**src/rtl/ntm_scalar_summation_pkg.sv**
```systemverilog
// Shared types, default sizes and the saturating adder for the NTM scalar summation stage.
// Widths up to SAT_W bits are supported by the adder.
package ntm_scalar_summation_pkg;

    typedef enum logic [1:0] {
        IDLE   = 2'd0,
        ACCUM  = 2'd1,
        OUTPUT = 2'd2
    } state_t;

    localparam int DATA_SIZE_DEF = 9;
    localparam int ACC_SIZE_DEF  = 16;
    localparam int CNT_SIZE_DEF  = 8;
    localparam int SAT_W         = 32;

    // Returns {carry_out, sum}; sum clamps to all-ones of 'width' bits on carry.
    function automatic logic [SAT_W:0] sat_add(
        input logic [SAT_W-1:0] a,
        input logic [SAT_W-1:0] b,
        input int unsigned      width
    );
        logic [SAT_W:0] sum;
        logic [SAT_W:0] lim;
        sum = {1'b0, a} + {1'b0, b};
        lim = ({{SAT_W{1'b0}}, 1'b1} << width) - {{SAT_W{1'b0}}, 1'b1};
        if (sum > lim) begin
            return {1'b1, lim[SAT_W-1:0]};
        end
        return {1'b0, sum[SAT_W-1:0]};
    endfunction

endpackage

```
**src/rtl/ntm_scalar_summation_accumulator.sv**
```systemverilog
// Accumulates a run of unsigned adder sums into one saturating total with a
// held valid/ready result and a sticky per-run overflow flag.
module ntm_scalar_summation_accumulator
    import ntm_scalar_summation_pkg::*;
#(
    parameter int DATA_SIZE = DATA_SIZE_DEF,
    parameter int ACC_SIZE  = ACC_SIZE_DEF,
    parameter int CNT_SIZE  = CNT_SIZE_DEF
) (
    input  logic                 clk,
    input  logic                 rst,
    input  logic                 start,
    input  logic [CNT_SIZE-1:0]  length_in,
    input  logic                 data_in_valid,
    input  logic [DATA_SIZE-1:0] data_in,
    output logic                 data_in_ready,
    output logic                 data_out_valid,
    output logic [ACC_SIZE-1:0]  data_out,
    output logic                 overflow,
    input  logic                 data_out_ready,
    output logic                 busy
);

    state_t              r_state;
    state_t              w_state_next;
    logic [ACC_SIZE-1:0] r_acc;
    logic [CNT_SIZE-1:0] r_cnt;
    logic                r_ovf;
    logic                w_load;
    logic                w_beat;
    logic [SAT_W:0]      w_sum;

    assign w_sum = sat_add(SAT_W'(r_acc), SAT_W'(data_in), ACC_SIZE);

    always_ff @(posedge clk) begin
        if (rst) begin
            r_state <= IDLE;
        end else begin
            r_state <= w_state_next;
        end
    end

    // Handshake outputs depend only on state, never on the valid/ready inputs.
    always_comb begin
        w_state_next   = r_state;
        data_in_ready  = 1'b0;
        data_out_valid = 1'b0;
        busy           = 1'b0;
        w_load         = 1'b0;
        w_beat         = 1'b0;
        case (r_state)
            IDLE: begin
                if (start) begin
                    w_load       = 1'b1;
                    w_state_next = (length_in == '0) ? OUTPUT : ACCUM;
                end
            end
            ACCUM: begin
                data_in_ready = 1'b1;
                busy          = 1'b1;
                w_beat        = data_in_valid;
                if (data_in_valid && (r_cnt == CNT_SIZE'(1))) begin
                    w_state_next = OUTPUT;
                end
            end
            OUTPUT: begin
                data_out_valid = 1'b1;
                busy           = 1'b1;
                if (data_out_ready) begin
                    w_state_next = IDLE;
                end
            end
            default: begin
                w_state_next = IDLE;
            end
        endcase
    end

    // Once saturated, further adds keep carrying out, so acc stays at all-ones.
    always_ff @(posedge clk) begin
        if (rst) begin
            r_acc <= '0;
            r_cnt <= '0;
            r_ovf <= 1'b0;
        end else if (w_load) begin
            r_acc <= '0;
            r_cnt <= length_in;
            r_ovf <= 1'b0;
        end else if (w_beat) begin
            r_acc <= ACC_SIZE'(w_sum);
            r_cnt <= r_cnt - CNT_SIZE'(1);
            r_ovf <= r_ovf | w_sum[SAT_W];
        end
    end

    assign data_out = r_acc;
    assign overflow = r_ovf;

endmodule
```
**config.mk**
```make
export PLATFORM = sky130hd
export DESIGN_NAME = ntm_scalar_summation_accumulator
export DESIGN_NICKNAME = d
export VERILOG_FILES = /design/src/rtl/ntm_scalar_summation_pkg.sv /design/src/rtl/ntm_scalar_summation_accumulator.sv
export SDC_FILE = /design/constraint.sdc
export NUM_CORES = 1
export LEC_CHECK = 0
export BUFFER_PORTS_ARGS = -buffer_cell sky130_fd_sc_hd__buf_2
export CAP_MARGIN = 10
export CORE_UTILIZATION = 40
export CTS_CLUSTER_SIZE = 16
export DETAILED_ROUTE_END_ITERATION = 7
export PLACE_DENSITY = 0.74
export SLEW_MARGIN = 20
export SYNTH_ARGS = -nofsm -noshare
export SYNTH_HDL_FRONTEND = slang
export SYNTH_SLANG_ARGS = --single-unit
```
**constraint.sdc**
```tcl
create_clock -name clk -period 2.95 [get_ports clk]
set_input_delay 0.59 -clock clk [delete_from_list [all_inputs] [get_ports clk]]
set_output_delay 0.59 -clock clk [all_outputs]
set_load 0.01 [all_outputs]
```
==> results of run 1 <==
path summary, 6_finish.rpt:
check,start,endpoint,slack [ns],cells after the start
worst min-delay path,overflow,overflow,0.47,2
worst max register to register,data_out[0],data_out[14],0.48,9
worst max-delay path,data_out[0],data_out[14],0.48,9
worst min register to register,overflow,overflow,0.47,2
registers in the layout (all words and copies together) (netlist names):
| register | flops |
|---|---|
| overflow | 1 |
| data_out | 16 |
| r_cnt | 8 |
| r_state | 2 |
layer usage:
layer  GRT usage  vias up  part of all wire
met5           0        -                 0
met4      0.0718        0             0.014
met3      0.0190        4             0.041
met2       0.296       41              0.47
met1       0.248      709              0.48
li1            -      794                 -
critical path, cell delays in order, from the launching register on:
cell and delay (ns):
dfxtp_1 0.38, ha_1 0.20, inv_1 0.06, fa_1 0.38, and2b_1 0.25, o31ai_2 0.09
a31oi_4 0.26, nand3_2 0.13, or4b_1 0.49, o211a_1 0.14
cells by family (layout without fill, tap and decap cells):
kind of cell | count (synthesis) | in the layout | synth area share
AO/OA/AOI/OAI | 66 | 66 | 0.266
AND/OR/NAND/NOR | 57 | 57 | 0.180
flip-flops | 27 | 27 | 0.329
adder cells (fa/ha/maj) | 15 | 15 | 0.119
XOR/XNOR | 14 | 14 | 0.0745
buffers and inverters | 14 | 56 | 0.0319
cell usage after synthesis:
| cell type | count | area share |
|---|---|---|
| clkbuf_1 | 3 | 0.0068 |
| xor2_1 | 7 | 0.037 |
| o21a_1 | 1 | 0.0046 |
| nor4_1 | 3 | 0.011 |
| nand3_2 | 1 | 0.0061 |
| nand4_1 | 1 | 0.0038 |
| and2b_1 | 1 | 0.0046 |
| and3_1 | 1 | 0.0038 |
| o211a_1 | 2 | 0.012 |
| and2_1 | 3 | 0.011 |
| nand2b_1 | 2 | 0.0076 |
| and4_1 | 1 | 0.0053 |
| o31ai_2 | 1 | 0.0076 |
| o21ai_0 | 12 | 0.037 |
| nor2b_1 | 2 | 0.0076 |
| o311a_2 | 1 | 0.0068 |
| ha_1 | 14 | 0.11 |
| fa_1 | 1 | 0.012 |
| or4b_1 | 1 | 0.0061 |
| and3b_1 | 1 | 0.0053 |
| buf_1 | 2 | 0.0046 |
| a31oi_4 | 1 | 0.013 |
| nor2_1 | 14 | 0.032 |
| a311oi_1 | 1 | 0.0053 |
| a211oi_1 | 12 | 0.055 |
| xnor2_1 | 7 | 0.037 |
| o32ai_1 | 1 | 0.0053 |
| dfxtp_1 | 27 | 0.33 |
| a21o_1 | 4 | 0.018 |
| nand4b_1 | 1 | 0.0053 |
| nand2_1 | 14 | 0.032 |
| nor3_1 | 3 | 0.0091 |
| nand3_1 | 5 | 0.015 |
| inv_1 | 9 | 0.021 |
| or2_1 | 1 | 0.0038 |
| and3_2 | 1 | 0.0046 |
| a21oi_1 | 19 | 0.058 |
| a31oi_1 | 8 | 0.030 |
| o211ai_1 | 3 | 0.014 |
| nor4b_1 | 1 | 0.0053 |
power by group through the flow:
stage                     combinational [mW]  clock, mW  sequential [mW]
after floorplan                        0.274          0            0.455
after global routing                   0.424      0.240            0.457
after detailed placement               0.374          0            0.457
final                                  0.374      0.223            0.451
after global placement                 0.368          0            0.457
after CTS                              0.375      0.231            0.451
cell type report:
type | count | area (um^2) | share of cell area
Multi-Input combinational cell | 152 | 1050 | 0.538
Sequential cell | 27 | 541 | 0.276
Timing Repair Buffer | 43 | 220 | 0.113
Tap cell | 48 | 60.1 | 0.0307
Clock buffer | 3 | 41.3 | 0.0211
Inverter | 9 | 33.8 | 0.0173
Clock inverter | 1 | 7.51 | 0.00384
layout by cell type (no fill, tap or decap), drive strengths merged, types with 4 or more instances in the layout:
cell / instances
buf: 43
nand2: 14
a211oi: 12
o21ai: 12
xnor2: 7
nand3: 6
a31oi: 9
xor2: 7
a21oi: 19
ha: 14
a21o: 4
dfxtp: 27
inv: 9
nor2: 14
through the flow:
| stage | power [mW] | hold slack, ns | utilization | setup slack, ns | std cells |
|---|---|---|---|---|---|
| after floorplan | 0.730 | 0.466 | - | 0.446 | 193 |
| after global placement | 0.824 | 0.440 | 0.502 | 0.264 | 279 |
| after detailed placement | 0.832 | 0.451 | 0.502 | 0.202 | 279 |
| after CTS | 1.06 | 0.468 | 0.515 | 0.493 | 283 |
| after global routing | 1.12 | 0.516 | 0.515 | 0.290 | 283 |
| final | 1.05 | 0.465 | 0.515 | 0.476 | 283 |
==> results.toml, run 1 <==
[outcome]
status = "finished clean"

[sta]
finalMaxSlewViolations = 0
slew_headroom = 0.492
max_freq_mhz = 404
timing_hold_violations_final = 0
finalCritPeriodShare = 0.839
worst_pin_slew_ns = 0.762
fin_tns_setup_ns = 0
rsz0062_at_grt = "no"
setup_viol = 0
fin_skew_ns = 0.00254
period_needed_ns = 2.47

[clock_network]
cts_sinks = 27
cts_max_level = 1
ctsResizeCount = 0
insertion_delay_ns = 0.28
tritoncts = "built"
cts_setup_buffers = 0
clk_pin_slew_ns = 0.10
cts_buffers = 3
clock_path_buffers = 2
holdBufCountCts = 0
cts_root_buf = "clkbuf_8"

[floorplanning]
fp-row-count = 22
die_h_um = 66.1
initial_core_util = 0.433
die_x_um = 66.1
core_um2 = 3800
die-area_um2 = 4370
ioPinCount = 42

[global_route]
grt_pass1_wl_um = 6270
grt_pass1_vias = 1437
grt_usage = 0.183
antenna_found_initial = 0
grt_start_max_net_pins = 18
grt_overflow = 0

[power_and_ir_drop]
clock_power_share = 0.213
p_leak_nw = 0.865
powerDensity_nw_per_um2 = 536
seqPwrFrac = 0.430
intPower_uw = 667
ir_drop_uv = 262
combPwrFrac = 0.357
p_sw_frac = 0.364
p_switching_uw = 382

[detailed_routing]
routedWlPerCell_um = 13.2
num_vias = 1548
firstDrtPassIters = 5
ant_nets = 0
totalWireLength_um = 3740
viasPerCell = 5.47
drc = 0
detail_route.iter0.violations = 110

[setup_path]
startpoint_type = "flip-flop"
cp.required_ns = 3.13
path_class = "reg2reg"
cp_max_fo = 6
cp_data_arrival_time_ns = 2.65
critPathCaptureType = "flip-flop"

[yosys]
yosysUniqueCellTypes = 40
syn_inst = 193
syn-num-nets = 230
ys_seq_elements = 27
syn-cell-area_um2 = 1650
yosysSeqAreaShare = 0.329
ys_warn_count = 0
syn_avg_cell_area_um2 = 8.53

[run]
maxCapViolCount = 0

[finish]
num-fill-cells = 370
drive_gt1_frac = 0.221
num_antenna_cells = 0
nets = 273
stdcell_area_um2 = 1960
synthToLayoutAreaGrowth_pct = 18.9

[placement]
post_dp_cell_area_um2 = 1910
gp_congestion = 0.793
portBuffers = 41
dp_hpwl_um = 2830

[min_path]
worstHoldPathType = "reg2reg"
Power figures use the tool's default switching activity.
==> run 2: changes to the inputs <==
clock period = 2.5 ns   (was 2.95 ns; I/O delays follow)
==> run 2 against run 1 <==
Against the previous run:
- sequential share of layout area is 0.49 points lower
- total power is 18% higher
- wire length is 0.99% higher
- global-route usage is 0.29 points higher
==> results.toml, run 2 (synthesis gave the netlist of run 1 again) <==
[power_and_ir_drop]
p_leak_nw = 0.893
powerDensity_nw_per_um2 = 622
ir_drop_uv = 268

[finish]
num_antenna_cells = 0
largest_reg_flops = 16
layout_common_cells = "buf_2, dfxtp_1, a21oi_1"
stdcell_area_um2 = 1990
nets = 278
final_util = 0.524
drive_gt1_frac = 0.238
layout_commonest_cell = "buf_2"
stdcell_count = 288
synthToLayoutAreaGrowth_pct = 21.0

[global_route]
grt_overflow = 0
grt_pass1_wl_um = 6410
grt_usage = 0.186
antenna_found_initial = 0
grt_pass1_vias = 1470
grt_start_max_net_pins = 17

[setup_path]
cp_data_arrival_time_ns = 2.51
crit_start = "data_out[0]"
reg2reg_slack_ns = 0.18
startpoint_type = "flip-flop"
cp.required_ns = 2.68
reg2reg_from = "data_out[0]"
critPathCaptureType = "flip-flop"
path_class = "reg2reg"
r2r-end = "data_out[14]"
reg2reg_depth = 9
cp_max_fo = 3
crit_end = "data_out[14]"

[detailed_routing]
drc = 0
detail_route.iter0.violations = 106
ant_nets = 0
totalWireLength_um = 3770
firstDrtPassIters = 4
viasPerCell = 5.43
routedWlPerCell_um = 13.1
num_vias = 1565

[sta]
timing_hold_violations_final = 0
fin_tns_setup_ns = 0
fin_skew_ns = 0.00608
max_freq_mhz = 430
finalCritPeriodShare = 0.930
period_needed_ns = 2.32
worst_pin_slew_ns = 0.645
finalMaxSlewViolations = 0
rsz0062_at_grt = "no"
slew_headroom = 0.570
setup_viol = 0

[floorplanning]
die-area_um2 = 4370
die_h_um = 66.1
core_um2 = 3800
die_x_um = 66.1
initial_core_util = 0.433
fp-row-count = 22
ioPinCount = 42

[min_path]
worstHoldPathType = "reg2reg"

[clock_network]
clock_path_buffers = 2
cts_max_level = 1
cts_sinks = 27
cts_setup_buffers = 0
insertion_delay_ns = 0.28
clk_pin_slew_ns = 0.10
cts_buffers = 3
ctsResizeCount = 0
holdBufCountCts = 0
cts_root_buf = "clkbuf_8"
tritoncts = "built"

[run]
maxCapViolCount = 0

[placement]
post_dp_cell_area_um2 = 1940
place_inst = 284
gp_congestion = 0.820
dp_hpwl_um = 2830
portBuffers = 41

[outcome]
status = "finished clean"
run 2: metrics by stage:
step                      power, mW  hold WS [ns]  setup WS (ns)
after floorplan               0.861         0.466         0.0859
after global placement        0.979         0.439         0.0367
after detailed placement      0.987         0.447        -0.0370
after CTS                      1.24         0.468          0.170
after global routing           1.33         0.496         0.0280
final                          1.24         0.468          0.175
run 2: worst min path at each step:
stage,cells after the start,slack [ns],startpoint,end
after floorplan,1,0.47,r_state[1],r_state[1]
after global placement,2,0.44,overflow,overflow
after detailed placement,2,0.45,overflow,overflow
after CTS,2,0.47,overflow,overflow
after global routing,2,0.50,overflow,overflow
final,2,0.47,overflow,overflow
run 2: area by class of cell:
type	count	area, um^2
inverter	9	33.8
clock buffer	3	41.3
fill	356	1810
timing repair buffer	48	258
clock inverter	1	5.00
multi-input combinational	152	1050
tap	48	60.1
sequential	27	541
run 2: layer usage:
metal  GRT usage  vias up  part of all wire
li1            -      807                 -
met1       0.251      726              0.50
met2       0.300       26              0.45
met3      0.0172        6             0.023
met4      0.0798        0             0.018
met5           0        -                 0
run 2: power breakdown:
group | switching, mW | total [mW] | internal [mW]
Clock | 0.145 | 0.257 | 0.112
Combinational | 0.252 | 0.449 | 0.196
Sequential | 0.0475 | 0.532 | 0.485
Total | 0.445 | 1.24 | 0.793
run 2: worst max-delay path, cell delays in order (launching register included):
cell and delay, ns:
dfxtp_1 0.38, ha_1 0.18, inv_1 0.06, fa_1 0.37, and2b_1 0.25, o31ai_2 0.10, a31oi_4 0.19, nand3_2 0.09
or4b_1 0.49, o211a_1 0.13
==> run 3: changes to the inputs <==
CORE_UTILIZATION = 30   (was 40)
PLACE_DENSITY = 0.61   (was 0.74)
==> run 3 against run 2 <==
Against the previous run:
- critical path depth unchanged
- via count decreased by 1.9%
- total power about the same
- setup slack improved by 0.0067 ns
- critical path type unchanged
==> results.toml, run 3 (synthesis gave the netlist of run 1 again) <==
[floorplanning]
die-area_um2 = 5780
fp-row-count = 26
ioPinCount = 42
core_um2 = 5200
die_x_um = 76.1
die_h_um = 76.1
initial_core_util = 0.316

[setup_path]
critPathBufInv = 1
startpoint_type = "flip-flop"
cp.required_ns = 2.68
cp_cell_sequence = "ha_1, inv_1, fa_1, and2b_1, o31ai_2, a31oi_4, nand3_2, or4b_1, o211a_1"
critPathCaptureType = "flip-flop"
slowest_delay_ns = 0.47
cp_data_arrival_time_ns = 2.50
cpLargestDelayFamily = "simple AND/OR/NAND/NOR gates"
worst_path_max_delay_cell = "or4b_1"
cp_max_fo = 3
path_class = "reg2reg"

[global_route]
antenna_found_initial = 0
grt_pass1_wl_um = 6400
grt_start_max_net_pins = 17
grt_pass1_vias = 1402
grt_overflow = 0
grt_usage = 0.133

[sta]
fin_skew_ns = 0.00170
worst_pin_slew_ns = 0.653
rsz0062_at_grt = "no"
max_freq_mhz = 431
setup_viol = 0
finalCritPeriodShare = 0.927
hold_ws_ns = 0.460
finalMaxSlewViolations = 0
timing_hold_violations_final = 0
period_needed_ns = 2.32
slew_headroom = 0.565

[clock_network]
insertion_delay_ns = 0.28
clock_path_buffers = 2
cts_setup_buffers = 0
tritoncts = "built"
clk_pin_slew_ns = 0.10
cts_sinks = 27
ctsResizeCount = 0
cts_buffers = 3
cts_root_buf = "clkbuf_8"
holdBufCountCts = 0
cts_max_level = 1

[placement]
dp_hpwl_um = 2960
portBuffers = 41
gp_congestion = 0.717
place_inst = 306

[finish]
num_antenna_cells = 0
multi_input_area_um2 = 1050
num-fill-cells = 565
synthToLayoutAreaGrowth_pct = 22.8
stdcell_count = 310
layout_common_cells = "buf_2, dfxtp_1, a21oi_1"
largest_reg_flops = 16
drive_gt1_frac = 0.238
final_util = 0.388
layout.area.seq_um2 = 541
layout_commonest_cell = "buf_2"
nets = 278

[power_and_ir_drop]
ir_drop_uv = 230
power_mw = 1.24
powerDensity_nw_per_um2 = 613
p_leak_nw = 0.889

[detailed_routing]
firstDrtPassIters = 4
routedWlPerCell_um = 12.3
viasPerCell = 4.95
drc = 0
totalWireLength_um = 3810
ant_nets = 0
num_vias = 1536
detail_route.iter0.violations = 63

[min_path]
worstHoldPathType = "reg2reg"

[outcome]
status = "finished clean"

[run]
maxCapViolCount = 0
## run 3: changes by cell type in the layout (fill, tap and decap cells not counted)
cell,previous run,this run
clkinv_2,1,0
clkinvlp_4,0,1
## run 3: report_power, final
group / switching (mW) / internal (mW) / total [mW]
combinational: 0.251 / 0.196 / 0.447
sequential: 0.0453 / 0.485 / 0.530
clock: 0.149 / 0.113 / 0.262
total: 0.445 / 0.794 / 1.24
## run 3: layer usage
layer  routed length [um]  up-vias  global-route usage
li1                     -      808                   -
met1                 2030      706               0.192
met2                 1660       20               0.203
met3                   87        2              0.0168
met4                   38        0              0.0462
met5                    0        -                   0
## run 3: area by class of cell
type | count | area share
repair buffers | 48 | 0.128
well taps | 70 | 0.0433
clock buffers | 3 | 0.0204
clock inverters | 1 | 0.00372
flip-flops and latches | 27 | 0.267
inverters | 9 | 0.0167
multi-input cells | 152 | 0.521
## run 3: path summary, 6_finish.rpt
check | start | endpoint | slack (ns) | cells after the start
setup / recovery | data_out[0] | data_out[14] | 0.18 | 9
hold / removal | overflow | overflow | 0.46 | 2
setup reg to reg | data_out[0] | data_out[14] | 0.18 | 9
hold reg to reg | overflow | overflow | 0.46 | 2
## run 3: worst register-to-register path: stages, from the launching register on
cell and delay [ns]:
dfxtp_1 0.39, ha_1 0.18, inv_1 0.05, fa_1 0.38, and2b_1 0.25, o31ai_2 0.09
a31oi_4 0.19, nand3_2 0.09, or4b_1 0.47, o211a_1 0.13
## run 3: metrics by stage
step / setup WS (ns) / setup TNS, ns / instance area [um^2]
2_1_floorplan: 0.0859 / 0 / 1650
4_1_cts: 0.172 / 0 / 2020
5_1_grt: 0.0486 / 0 / 2020
6_report: 0.182 / 0 / 2020
3_5_place_dp: -0.0104 / -0.0104 / 1970
3_3_place_gp: 0.0318 / 0 / 1970
